## src/rtl/inst_assembler.sv

```systemverilog
// RV32 field-to-word encoder that streams validated instruction words into
// instruction memory through a registered write port, one word per cycle.
module inst_assembler #(
  parameter  int ADDR_W    = 32,
  parameter  int MAX_WORDS = 1024,
  localparam int CW        = $clog2(MAX_WORDS + 1)
) (
  input  logic              clk,
  input  logic              rst,
  input  logic              start,
  input  logic [ADDR_W-1:0] base_addr,
  input  logic              finish,
  input  logic              in_valid,
  output logic              in_ready,
  input  logic [2:0]        fmt,
  input  logic [6:0]        opcode,
  input  logic [2:0]        funct3,
  input  logic [6:0]        funct7,
  input  logic [4:0]        rd,
  input  logic [4:0]        rs1,
  input  logic [4:0]        rs2,
  input  logic [31:0]       imm,
  output logic              imem_we,
  output logic [ADDR_W-1:0] imem_addr,
  output logic [31:0]       imem_wdata,
  output logic              err,
  output logic [1:0]        err_code,
  output logic [CW-1:0]     word_count,
  output logic              busy,
  output logic              done
);

  typedef enum logic [1:0] {IDLE, RUN, FULL, DRAIN} state_t;

  localparam logic [CW-1:0] MAXW = CW'(MAX_WORDS);

  state_t             state;
  logic [ADDR_W-1:0]  addr;
  logic [31:0]        enc;
  logic [1:0]         code;
  logic signed [31:0] simm;
  logic               acc;

  assign simm     = imm;
  assign in_ready = (state == RUN) && (word_count < MAXW) && !finish;
  assign acc      = in_valid && in_ready;

  // Range is checked before alignment so the first failing check wins.
  always_comb begin
    enc  = '0;
    code = 2'd0;
    case (fmt)
      3'd0: enc = {funct7, rs2, rs1, funct3, rd, opcode};
      3'd1: begin
        enc = {imm[11:0], rs1, funct3, rd, opcode};
        if (simm < -32'sd2048 || simm > 32'sd2047) code = 2'd1;
      end
      3'd2: begin
        enc = {imm[11:5], rs2, rs1, funct3, imm[4:0], opcode};
        if (simm < -32'sd2048 || simm > 32'sd2047) code = 2'd1;
      end
      3'd3: begin
        enc = {imm[12], imm[10:5], rs2, rs1, funct3, imm[4:1], imm[11], opcode};
        if (simm < -32'sd4096 || simm > 32'sd4094) code = 2'd1;
        else if (imm[0])                           code = 2'd2;
      end
      3'd4: begin
        enc = {imm[31:12], rd, opcode};
        if (imm[11:0] != 12'd0) code = 2'd2;
      end
      3'd5: begin
        enc = {imm[20], imm[10:1], imm[11], imm[19:12], rd, opcode};
        if (simm < -32'sd1048576 || simm > 32'sd1048574) code = 2'd1;
        else if (imm[0])                                 code = 2'd2;
      end
      default: code = 2'd3;
    endcase
  end

  // busy tracks RUN and DRAIN only; FULL drops it until finish arrives.
  always_ff @(posedge clk or posedge rst) begin
    if (rst) begin
      state      <= IDLE;
      addr       <= '0;
      imem_we    <= 1'b0;
      imem_addr  <= '0;
      imem_wdata <= '0;
      err        <= 1'b0;
      err_code   <= 2'd0;
      word_count <= '0;
      busy       <= 1'b0;
      done       <= 1'b0;
    end else begin
      imem_we <= 1'b0;
      err     <= 1'b0;
      done    <= 1'b0;
      case (state)
        IDLE: if (start) begin
          state      <= RUN;
          addr       <= {base_addr[ADDR_W-1:2], 2'b00};
          word_count <= '0;
          busy       <= 1'b1;
        end
        RUN: begin
          if (finish) begin
            state <= DRAIN;
          end else if (acc) begin
            if (code == 2'd0) begin
              imem_we    <= 1'b1;
              imem_addr  <= addr;
              imem_wdata <= enc;
              addr       <= addr + ADDR_W'(4);
              word_count <= word_count + 1'b1;
              if (word_count + 1'b1 == MAXW) begin
                state <= FULL;
                busy  <= 1'b0;
              end
            end else begin
              err      <= 1'b1;
              err_code <= code;
            end
          end
        end
        FULL: if (finish) begin
          state <= DRAIN;
          busy  <= 1'b1;
        end
        DRAIN: begin
          state <= IDLE;
          done  <= 1'b1;
          busy  <= 1'b0;
        end
        default: state <= IDLE;
      endcase
    end
  end

endmodule

```

## config.mk

```make
export PLATFORM = sky130hd
export DESIGN_NAME = inst_assembler
export DESIGN_NICKNAME = d
export VERILOG_FILES = /design/src/rtl/inst_assembler.sv
export SDC_FILE = /design/constraint.sdc
export NUM_CORES = 1
export LEC_CHECK = 0
export BUFFER_PORTS_ARGS = -buffer_cell sky130_fd_sc_hd__buf_4
export CORE_UTILIZATION = 50
export CTS_BUF_LIST = sky130_fd_sc_hd__clkbuf_2 sky130_fd_sc_hd__clkbuf_4 sky130_fd_sc_hd__clkbuf_8
export DETAILED_ROUTE_END_ITERATION = 6
export PLACE_DENSITY = 0.75
export SETUP_SLACK_MARGIN = 0.3
export SYNTH_ARGS = -nofsm -noshare
export SYNTH_HDL_FRONTEND = slang
export SYNTH_SLANG_ARGS = --single-unit
```

## constraint.sdc

```tcl
create_clock -name clk -period 9.6 [get_ports clk]
set_clock_uncertainty 0.1 [all_clocks]
set_input_delay 0.48 -clock clk [delete_from_list [all_inputs] [get_ports clk]]
set_output_delay 0.48 -clock clk [all_outputs]
set_load 0.02 [all_outputs]
```

After elaboration in Yosys (flattened, before gate mapping) --
Cells that the tools add are included.
Word-level totals: input port bits 104, flip-flop bits (word level) 115, logic and storage cells 97
Operators by class: bitwise operators 2, reduce and logical (&&, ||, !) cells 18, $lt $le $gt $ge 7, eq/ne operators 18, muxes and demuxes 40, $add $sub $neg 2
Operators by type and width (count):
- 32-bit case mux with 6 select lines | 1
- 32-bit two-way mux | 4
- 32-bit case mux with 2 select lines | 1
- 11-bit two-way mux | 4
- 32-bit by 3-bit adder with 32-bit output, second input constant | 1
- 32-bit by 12-bit > comparator with 1-bit output, second input constant | 1
- 32-bit by 13-bit > comparator with 1-bit output, second input constant | 1
- 32-bit by 21-bit > comparator with 1-bit output, second input constant | 1
- 32-bit by 12-bit < comparator with 1-bit output, second input constant | 1
- 32-bit by 13-bit < comparator with 1-bit output, second input constant | 1
- 32-bit by 21-bit < comparator with 1-bit output, second input constant | 1
- 11-bit case mux with 2 select lines | 1
- 2-bit two-way mux | 10
- 1-bit two-way mux | 16
- 12-bit nonzero test | 1
- 11-bit by 1-bit adder with 11-bit output, second input constant | 1
- 11-bit == test, second input constant | 1
- 11-bit < comparator, second input constant | 1
- 2-bit case mux with 5 select lines | 1
- 5-bit AND reduction | 2
- 2-bit != test, second input constant | 4
- 2-bit case mux with 4 select lines | 1
- 4-bit AND reduction | 2
- 3-bit by 2-bit == test with 1-bit output, second input constant | 2
- 17 further kinds | 27

Longest topological paths before layout --
Gate-level depths: netlist (run 1).
depth in word-level cells 9, depth in mapped cells 13, mapped depth without buffers 10

Least setup slack after synthesis (run 1) --
OpenSTA, ideal clock, no wires.
path type register to register, start register state[1], end register addr[22], arrival 2870 ps, path slack 6544 ps, required time 9413 ps, stages on the path, launching flop included 12, setup time 87 ps, period minus slack after synthesis 3056 ps, path through dfrtp_1 inv_1 ha_1 nand2b_1 nor2_1 and2_1 clkbuf_1 a21boi_0 nor2_1 nand4_1 or4_1 o211ai_1
Between the ends: word-level cells in the longest chain between the ends 6
Ends and longest elaborated chain:
- from (decl) | line 37 | state_t state;
- from (signal assigned) | line 83 | state <= IDLE;
- from (signal assigned) | line 99 | state <= RUN;
- from (signal assigned) | line 106 | state <= DRAIN;
- 2-bit by 1-bit == test with 1-bit output | line 45 | assign in_ready = (state == RUN) && (word_count < MAXW) && !finish;
- 1-bit logical AND (2 in series) | line 45
- named net in_ready | line 14 | output logic in_ready,
- 1-bit logical AND | line 46 | assign acc = in_valid && in_ready;
- 2-bit != test (no source line)
- 5-bit AND reduction (no source line)
- to (signal assigned) | line 100 | addr <= {base_addr[ADDR_W-1:2], 2'b00};
- to (signal assigned) | line 112 | addr <= addr + ADDR_W'(4);
- to (decl) | line 38 | logic [ADDR_W-1:0] addr;
The timed path passes the listed nets, and every way through them passes these cells. A chain may end at the register's enable or synchronous reset.

Final worst setup path (run 1) --
start register state[1], end register addr[22]
Between the ends: word-level cells in the longest chain between the ends 6
Ends and longest elaborated chain (line):
- 2-bit by 1-bit == test with 1-bit output | 45, 97
- 1-bit logical AND (2 in series) | 45
- 1-bit logical AND | 46
- 2-bit != test (no source line)
- 5-bit AND reduction (no source line)
Parallel ways exist; a longest one is shown, timed or not.

==> impl_results.md, run 1 <==
* Crit end category: register
* Final Total Pwr at 2.06 mW
* Grt ovf at 0
* Row cnt at 40
* R2R Setup Slk at 5.38 ns
* Wl on met1 at 8030 um
* Final #Nets at 995
* Post-route ant nets at 0
* CTS tree: yes
* Initial antenna violation count at 0
* Final Hold Fails at 0
* Clock root buffer: clkbuf_8
* DR vias/cell at 5.87
* Inserted Clock Buffers at 9
* Max_slew headroom at 0.204
* Setup TNS at 0 ns
* Antenna cells at 0
* Mean Syn Cell Area at 8.44 um2
* Worst skew pair latency at 0.38 ns
* Final setup vio count at 0
* Detailed Routing Iterations Pass 1 at 7
* Met3 wire len at 1060 um
* Setup bufs post-CTS at 0
* Port Buffers at 181
* RSZ-0062 raised after global routing: no
* Worst hold path type: in2async
* Peak supply drop at 0.137 mV
* Placed Area at 7650 um2
* CTS H-tree depth at 3
* Peak Freq at 0.237 GHz
* Die height at 113 um
* CP Max Fanout at 43
* #FFs+latches synth at 111
* Via count at 6200
* WHS at 0.00979 ns
* Pwr dens at 262 nW/um2
* Met2 WL at 8890 um
* Fraction of layout instances using a drive strength above 1 at 0.249
* Bufs and invs on worst path at 3
* Initial DRC count at 441
* Asr flop ratio synth at 1.00
* Primary FF master, synth: dfrtp_1
* Uppermost layer routed: met4
* Finished Cell Area at 7850 um2
* Number of unique standard cell types used by synthesis at 64
* Cell count after synthesis at 736
* Outcome: finished, final reports clean
* Pin count of the biggest net entering global routing at 100
* Most common cell after layout, fill and taps aside: buf_4
* Core area at 12100 um2
* Max-slew violations at 0
* Sequential cell area fraction in the yosys report at 0.447
* Period minus WS final at 4.22 ns
* Tot GR Track Use at 0.290
* Crit-path cells: inv_1, ha_1, buf_4, nand2b_1, nor2_1, and2_1, a21boi_2, buf_4, nor2_1, nand4_1, or4_1, o211ai_1
* Total wire length at 18300 um
* Most frequent cells in the layout: 187 x buf_4, 170 x nand2_1, 111 x dfrtp_1
* Dpl hpwl at 13000 um
* DIE WIDTH at 113 um
* Number of synthesized flops with an enable pin at 0
* Crit-path max cell delay at 0.67 ns
* Max Cap Violations at 0
* RePlAce Congestion at 0.875
* Drt drc at 0
* Crit Path Class: reg2reg
* Critical Path RT at 9.80 ns
* Num ports at 186
* Clk slew on worst S/H paths at 0.10 ns
* Post_cts resized at 0
* WL per Instance at 17.3 um
* Global-route wire length before repair at 29500 um
* Pleak at 3.66 nW
* Max stage delay cell, worst path: or4_1
* Area grow syn2layout at 26.4%
* Synth Cell Area at 6210 um2
* # clock sinks at 111
* Crit share post-route at 0.439
* CP arrival at 4.42 ns
* YS warnings at 0
* # hold bufs at CTS at 0
* CP top delay family: simple AND/OR/NAND/NOR gates
* Measured slew at the worst slew-check pin at 1.19 ns
* CP startpoint kind: register
* Initial core utilization at 0.515
* Number of global-route vias before repair at 5952
* CTS max path bufs at 2
* Die area at 12900 um2
layout make-up:
type                       count  area [um2]
clock inverter                 3        43.8
clock buffer                  12         153
fill                        1039        4220
inverter                      13        51.3
timing repair buffer         187        1400
multi-input combinational    563        3210
sequential                   111        2780
tap                          168         210
power by group:
part | total [mW] | switching (mW) | leakage [nW] | internal [mW]
logic | 0.929 | 0.539 | 2.13 | 0.390
clock network | 0.291 | 0.158 | 0.103 | 0.133
registers | 0.836 | 0.171 | 1.43 | 0.664
stage by stage:
stage | setup slack, ns | instances | util
2_1_floorplan | 6.09 | 737 | -
3_3_place_gp | 5.52 | 1042 | 0.634
3_5_place_dp | 5.42 | 1042 | 0.634
4_1_cts | 5.40 | 1057 | 0.650
5_1_grt | 5.06 | 1057 | 0.650
6_report | 5.38 | 1057 | 0.650
path summary, 6_finish.rpt:
path,start,to,cells past startpoint
hold reg to reg,imem_wdata[6],imem_wdata[6],2
max in group asynchronous,rst,addr[21],3
hold / removal,rst,imem_wdata[21],2
setup reg to reg,state[1],addr[22],12
setup / recovery,state[1],addr[22],12
min in group clk,opcode[6],imem_wdata[6],3
kinds of logic after synthesis:
kind of cell / share of synthesized area
and+or+nand+nor: 0.280
AOI/OAI and AO/OA: 0.187
DFF: 0.447
buffers and inverters: 0.0401
muxes: 0.0312
adders and majority gates: 0.0121
other: 0.000604
xor gates and xnor gates: 0.00141
sequential cells by signal, indices dropped and copies added (netlist names):
register,cells
addr,30
busy,1
done,1
err,1
err_code,2
imem_addr,30
imem_wdata,32
imem_we,1
state,2
word_count,11
per-layer routing:
| metal | vias up | track usage |
|---|---|---|
| met3 | 29 | 0.0462 |
| met5 | - | 0 |
| met1 | 2970 | 0.392 |
| met4 | 0 | 0.109 |
| met2 | 240 | 0.472 |
| li1 | 2961 | - |
cells in the mapped netlist (11+ instances only):
cell,number,area share
a21oi_1,42,0.034
a311oi_1,16,0.023
and3_1,14,0.014
clkbuf_1,39,0.024
dfrtp_1,111,0.45
inv_1,12,0.0073
mux2i_1,16,0.026
nand2_1,170,0.10
nand3_1,22,0.018
nand4_1,19,0.019
nor2_1,43,0.026
nor2b_1,19,0.019
nor3_1,15,0.012
nor4_1,18,0.018
o21ai_0,38,0.031
o22ai_1,11,0.011
or3_1,13,0.013
No activity file was read; power rests on OpenSTA's default activity.
==> run 2: changes to the inputs <==
--- a/config.mk
+++ b/config.mk
@@ -5,11 +5,12 @@
 export SDC_FILE = /design/constraint.sdc
 export NUM_CORES = 1
 export LEC_CHECK = 0
+export ABC_AREA = 1
 export BUFFER_PORTS_ARGS = -buffer_cell sky130_fd_sc_hd__buf_4
-export CORE_UTILIZATION = 50
+export CORE_UTILIZATION = 49
 export CTS_BUF_LIST = sky130_fd_sc_hd__clkbuf_2 sky130_fd_sc_hd__clkbuf_4 sky130_fd_sc_hd__clkbuf_8
 export DETAILED_ROUTE_END_ITERATION = 6
-export PLACE_DENSITY = 0.75
+export PLACE_DENSITY = 0.76
 export SETUP_SLACK_MARGIN = 0.3
 export SYNTH_ARGS = -nofsm -noshare
 export SYNTH_HDL_FRONTEND = slang
==> constraint.sdc (replaced) <==
create_clock -name clk -period 3.5 [get_ports clk]
set_clock_uncertainty 0.1 [all_clocks]
set_input_delay 0.175 -clock clk [delete_from_list [all_inputs] [get_ports clk]]
set_output_delay 0.175 -clock clk [all_outputs]
set_load 0.02 [all_outputs]
==> impl_results.md, run 2 <==
* Number of unique standard cell types used by synthesis at 36
* RSZ-0062 raised after global routing: no
* Max stage delay cell, worst path: buf_4
* CTS H-tree depth at 3
* Comb pwr share at 0.485
* Synth Area in Compound Gates at 0.117
* Period minus WS final at 2.81 ns
* Detailed Routing Iterations Pass 1 at 5
* WL per Instance at 14.4 um
* Primary FF master, synth: dfrtp_1
* Util after Layout at 0.664
* Area grow syn2layout at 30.5%
* Fraction of the mapped netlist area in adder cells at 0.0115
* YS warnings at 0
* Most frequent cells in the layout: 343 x nand2_1, 184 x buf_4, 111 x dfrtp_1
* Initial core utilization at 0.509
* Clock power share at 0.139
* Reg power frac at 0.376
* Measured slew at the worst slew-check pin at 0.912 ns
* Final Hold Fails at 1
* Die area at 13800 um2
* Top Registers: imem_wdata: 32 flops, addr: 30 flops, imem_addr: 30 flops
* Initial DRC count at 547
* Placed Area at 8010 um2
* Die height at 117 um
* Post-route ant nets at 0
* Synth Cell Area at 6530 um2
* Crit share post-route at 0.802
* Global-route wire length before repair at 31900 um
* Peak Freq at 0.356 GHz
* Pwr dens at 682 nW/um2
* # clock sinks at 111
* Row cnt at 41
* Outcome: complete, but fails checks
* Crit end category: register
* Final #Nets at 1246
* Top cells by count, synth: 343 x nand2_1, 111 x dfrtp_1, 92 x inv_1, 84 x nor2_1, 60 x o21ai_0
* Total wire length at 19000 um
* Dpl hpwl at 13800 um
* Clk slew on worst S/H paths at 0.11 ns
* Sw Ratio at 0.446
* Post_cts resized at 0
* Violated checks: negative hold slack
* Finished Cell Area at 8520 um2
* Max Cap Violations at 0
* #FFs+latches synth at 111
* Post-synthesis mux area share at 0
* CP arrival at 2.99 ns
* Number of global-route vias before repair at 6533
* Crit Path Class: reg2reg
* Crit-path cells: inv_1, ha_1, inv_1, buf_4, nand2_1, a21oi_1, nand2_1, inv_2, buf_12, o21ai_0
* Grt ovf at 0
* Tot GR Track Use at 0.285
* Initial antenna violation count at 0
* Fraction of layout instances using a drive strength above 1 at 0.190
* DR vias/cell at 5.14
* Asr flop ratio synth at 1.00
* Port Buffers at 181
* Top cell type's share of synthesized area at 0.425
* Max-slew violations at 0
* Largest reg by FF count: imem_wdata
* Peak supply drop at 0.352 mV
* Pleak at 4.36 nW
* Largest register FFs at 32
* Pin count of the biggest net entering global routing at 104
* Core area at 12800 um2
* Drt drc at 0
* WHS at -0.00122 ns
* CP startpoint kind: register
* Clock root buffer: clkbuf_8
* Inserted Clock Buffers at 9
* Cell count after synthesis at 939
* Sequential cell area fraction in the yosys report at 0.425
* Final Total Pwr at 5.81 mW
* DIE WIDTH at 117 um
* Number of synthesized flops with an enable pin at 0
* CTS tree: yes
* RePlAce Congestion at 0.946
* Final setup vio count at 0
* Main combinational cell family by area after synthesis: simple AND/OR/NAND/NOR gates
* Critical Path RT at 3.68 ns
* Mean Syn Cell Area at 6.96 um2
* Internal Power at 3.22 mW
* Post-Synth XOR/XNOR Area at 0.0295
* Post-Synth Simple-Gate Area at 0.329
* Crit-path max cell delay at 0.44 ns
* Largest cells by area after synthesis: dfrtp_1 43%, nand2_1 20%, inv_1 5.3%, nor2_1 4.8%, o21ai_0 4.6%
* CTS max path bufs at 2
* Net switching power at 2.60 mW
* Worst hold path type: in2reg
* Worst skew pair latency at 0.40 ns
* CP Max Fanout at 56
* Count leader, synth: nand2_1
* Antenna cells at 0
* Via count at 6749
* Setup TNS at 0 ns
* Max_slew headroom at 0.388
* Area leader, netlist: dfrtp_1
* Num ports at 186
* Most common cell after layout, fill and taps aside: nand2_1
==> run 2: changes by cell type in the layout (fill, tap and decap cells not counted), sizes merged, moves of 17 or more <==
cell	delta
a21oi	-28
dlygate4sd3	+31
inv	+86
nand2	+173
nand3	+17
nor2	+45
nor2b	-19
o21ai	+72
xor2	+21
==> run 2: power groups by stage <==
stage	Combinational (mW)	Clock, mW	Sequential [mW]
CTS	2.83	0.819	2.18
global route	3.15	0.872	2.25
detailed placement	2.79	0	2.20
floorplan	1.35	0	2.57
finish	2.82	0.809	2.18
global placement	2.74	0	2.19
==> run 2: layout make-up <==
| cell class | instances | area, um2 |
|---|---|---|
| Clock buffer | 9 | 124 |
| Multi-Input combinational cell | 696 | 3190 |
| Inverter | 100 | 379 |
| Sequential cell | 111 | 2780 |
| Fill cell | 1148 | 4300 |
| Clock inverter | 7 | 81.3 |
| Tap cell | 172 | 215 |
| Timing Repair Buffer | 218 | 1750 |
==> run 2: cells by family (layout without fill, tap and decap cells) <==
logic type,Yosys count,count (layout)
buffers and inverters,133,334
other,1,2
and+or+nand+nor,523,523
xor gates and xnor gates,22,22
adders and majority gates,6,6
AOI/OAI and AO/OA,143,143
DFF,111,111
==> run 2: per-stage QoR <==
step / hold slack, ns / instances / setup WS (ns)
floorplan: 0.213 / 940 / 0.992
global placement: 0.250 / 1266 / 0.789
detailed placement: 0.247 / 1266 / 0.727
CTS: 0.00159 / 1313 / 0.698
global route: 0.00553 / 1313 / 0.319
finish: -0.00122 / 1313 / 0.693
==> run 2: final timing paths <==
check / start / end / slack, ns / cells after the start
max: state[1] / addr[16] / 0.69 / 10
min: base_addr[22] / addr[22] / -0.001 / 5
max reg2reg: state[1] / addr[16] / 0.69 / 10
min reg2reg: imem_wdata[31] / imem_wdata[31] / 0.38 / 2
max in group asynchronous: rst / addr[11] / 2.08 / 4
min in group asynchronous: rst / imem_wdata[0] / 0.38 / 3
==> run 2: routing by layer <==
layer | vias up | global-route usage | share of wire
met5 | - | 0 | 0
met4 | 0 | 0.109 | 0.028
met3 | 43 | 0.0606 | 0.068
met2 | 254 | 0.487 | 0.49
met1 | 3062 | 0.353 | 0.42
li1 | 3390 | - | -
==> run 2: repair_timing <==
item	CTS	global route
hold buffers	31	0
hold endpoints to repair	64	0
setup endpoints to repair	0	0
buffers inserted	0	0
==> run 2: worst max-delay path, delay by kind of cell, from the launching register on <==
family | cells | cell delay (ns)
adder cells (fa/ha/maj) | 1 | 0.19
flip-flops | 1 | 0.40
AO/OA/AOI/OAI | 2 | 0.37
buffers and inverters | 5 | 1.18
AND/OR/NAND/NOR | 2 | 0.40
==> run 3: changes to the inputs <==
==> constraint.sdc (replaced) <==
create_clock -name clk -period 2.5 [get_ports clk]
set_clock_uncertainty 0.1 [all_clocks]
set_input_delay 0.125 -clock clk [delete_from_list [all_inputs] [get_ports clk]]
set_output_delay 0.125 -clock clk [all_outputs]
set_load 0.02 [all_outputs]
==> impl_results.md, run 3 (synthesis gave the netlist of run 2 again) <==
* Number of global-route vias before repair at 6753
* Crit-path max cell delay at 0.42 ns
* Core area at 12800 um2
* Initial antenna violation count at 0
* DR vias/cell at 5.24
* Final setup vio count at 0
* CP top delay family: simple AND/OR/NAND/NOR gates
* Peak supply drop at 0.818 mV
* Antenna cells at 0
* WL per Instance at 14.6 um
* Peak Freq at 0.475 GHz
* Clock root buffer: clkbuf_8
* Bufs and invs on worst path at 1
* Max Cap Violations at 0
* Total wire length at 19900 um
* Worst skew pair latency at 0.39 ns
* Dpl cells at 1277
* Die height at 117 um
* Initial DRC count at 538
* Final Hold Fails at 0
* CTS H-tree depth at 3
* Largest register FFs at 32
* RePlAce Congestion at 0.942
* Tot GR Track Use at 0.288
* Placed Area at 8100 um2
* Pleak at 4.63 nW
* Area grow syn2layout at 40.2%
* CP arrival at 2.33 ns
* Crit end category: register
* Row cnt at 41
* Crit share post-route at 0.842
* Period minus WS final at 2.11 ns
* Worst hold path type: in2reg
* CTS tree: yes
* Via count at 7139
* Final #Nets at 1296
* Post-route ant nets at 0
* Dpl hpwl at 13600 um
* Finished Cell Area at 9160 um2
* Setup TNS at 0 ns
* R2R depth at 14
* Critical Path RT at 2.72 ns
* Port Buffers at 181
* RSZ-0062 raised after global routing: yes
* Detailed Routing Iterations Pass 1 at 6
* Max_slew headroom at 0.604
* Crit-path cells: ha_4, nand3_4, inv_4, nand2_4, nor2_4, nand2_2, nor3_2, nand2_1, nor3_2, xor2_1, nand2_1, nand2_1, nand2_1, o21ai_0
* Clk slew on worst S/H paths at 0.11 ns
* CTS max path bufs at 2
* Worst slack at placement at 0.200 ns
* # clock sinks at 111
* Crit Path Class: reg2reg
* Hold depth at 4
* Drt drc at 0
* Non-filler cells, final at 1363
* Pwr dens at 933 nW/um2
* Largest reg by FF count: imem_wdata
* Final worst slack at 0.394 ns
* Num ports at 186
* CP Max Fanout at 4
* Fraction of layout instances using a drive strength above 1 at 0.221
* Max-slew violations at 0
* Outcome: finished, final reports clean
* Die area at 13800 um2
* WHS at 0.0291 ns
* Inserted Clock Buffers at 9
* Global-route wire length before repair at 32100 um
* CP startpoint kind: register
* Grt ovf at 0
* Max stage delay cell, worst path: dfrtp_1
* Top Registers: imem_wdata: 32 flops, addr: 30 flops, imem_addr: 30 flops
* CP dominant cell by count: nand2_1
* Most common cell after layout, fill and taps aside: nand2_1
* Most frequent cells in the layout: 338 x nand2_1, 201 x buf_4, 110 x dfrtp_1
* Initial core utilization at 0.509
* Worst path depth at 14
* Pin count of the biggest net entering global routing at 112
* DIE WIDTH at 117 um
* Measured slew at the worst slew-check pin at 0.593 ns
run 3: cell count changes in the layout (fill, tap and decap cells not counted), moves of 3 or more:
cell / previous run / this run
nor4_2: 0 / 4
clkinv_4: 4 / 1
nor2_2: 2 / 6
nor3_4: 0 / 3
nand2_1: 343 / 338
buf_4: 184 / 201
nor2_1: 84 / 78
nor3_1: 20 / 15
dlygate4sd3_1: 31 / 64
nand2_2: 0 / 4
nor4_1: 12 / 8
run 3: final timing paths:
check / end / from / slack [ns]
max in group asynchronous: word_count[1] / rst / 1.49
min in group asynchronous: imem_wdata[1] / rst / 0.34
setup / recovery: addr[28] / addr[2] / 0.39
hold / removal: imem_wdata[9] / imm[2] / 0.03
hold reg to reg: imem_wdata[8] / imem_wdata[8] / 0.38
setup reg to reg: addr[28] / addr[2] / 0.39
run 3: per-layer routing:
metal	vias up	wire length, um	global-route usage
li1	3497	-	-
met3	55	1210	0.0528
met5	-	0	0
met1	3293	8270	0.363
met4	0	682	0.130
met2	294	9700	0.483
run 3: tightest hold or removal path, stage by stage:
cell and delay (ns):
buf_4 0.11, a22o_1 0.15, nand2_1 0.05, nand2_1 0.06
run 3: repair_timing:
action                                  in CTS  in global routing
setup buffers                                0                  6
gates resized for setup                      4                 33
pin swaps                                    0                 12
gates cloned                                 0                  0
endpoints found under the setup margin       3                 35
hold buffers                                63                  1
endpoints found under the hold margin      169                  1
run 3: layout make-up:
| type | count | area (um2) |
|---|---|---|
| fill | 1095 | 3660 |
| multi-input combinational | 696 | 3350 |
| sequential | 111 | 2780 |
| timing repair buffer | 268 | 2210 |
| inverter | 100 | 382 |
| tap | 172 | 215 |
| clock buffer | 10 | 131 |
| clock inverter | 6 | 91.3 |
run 3: metrics by stage:
step,power [mW],utilization
2_1_floorplan,5.48,-
3_3_place_gp,6.97,0.632
3_5_place_dp,7.05,0.632
4_1_cts,8.38,0.699
5_1_grt,9.15,0.714
6_report,8.54,0.714
run 3: power by group:
group	leakage (nW)	internal, mW	switching, mW
Sequential	1.44	2.53	0.559
Combinational	3.08	1.63	2.59
Clock	0.115	0.584	0.654
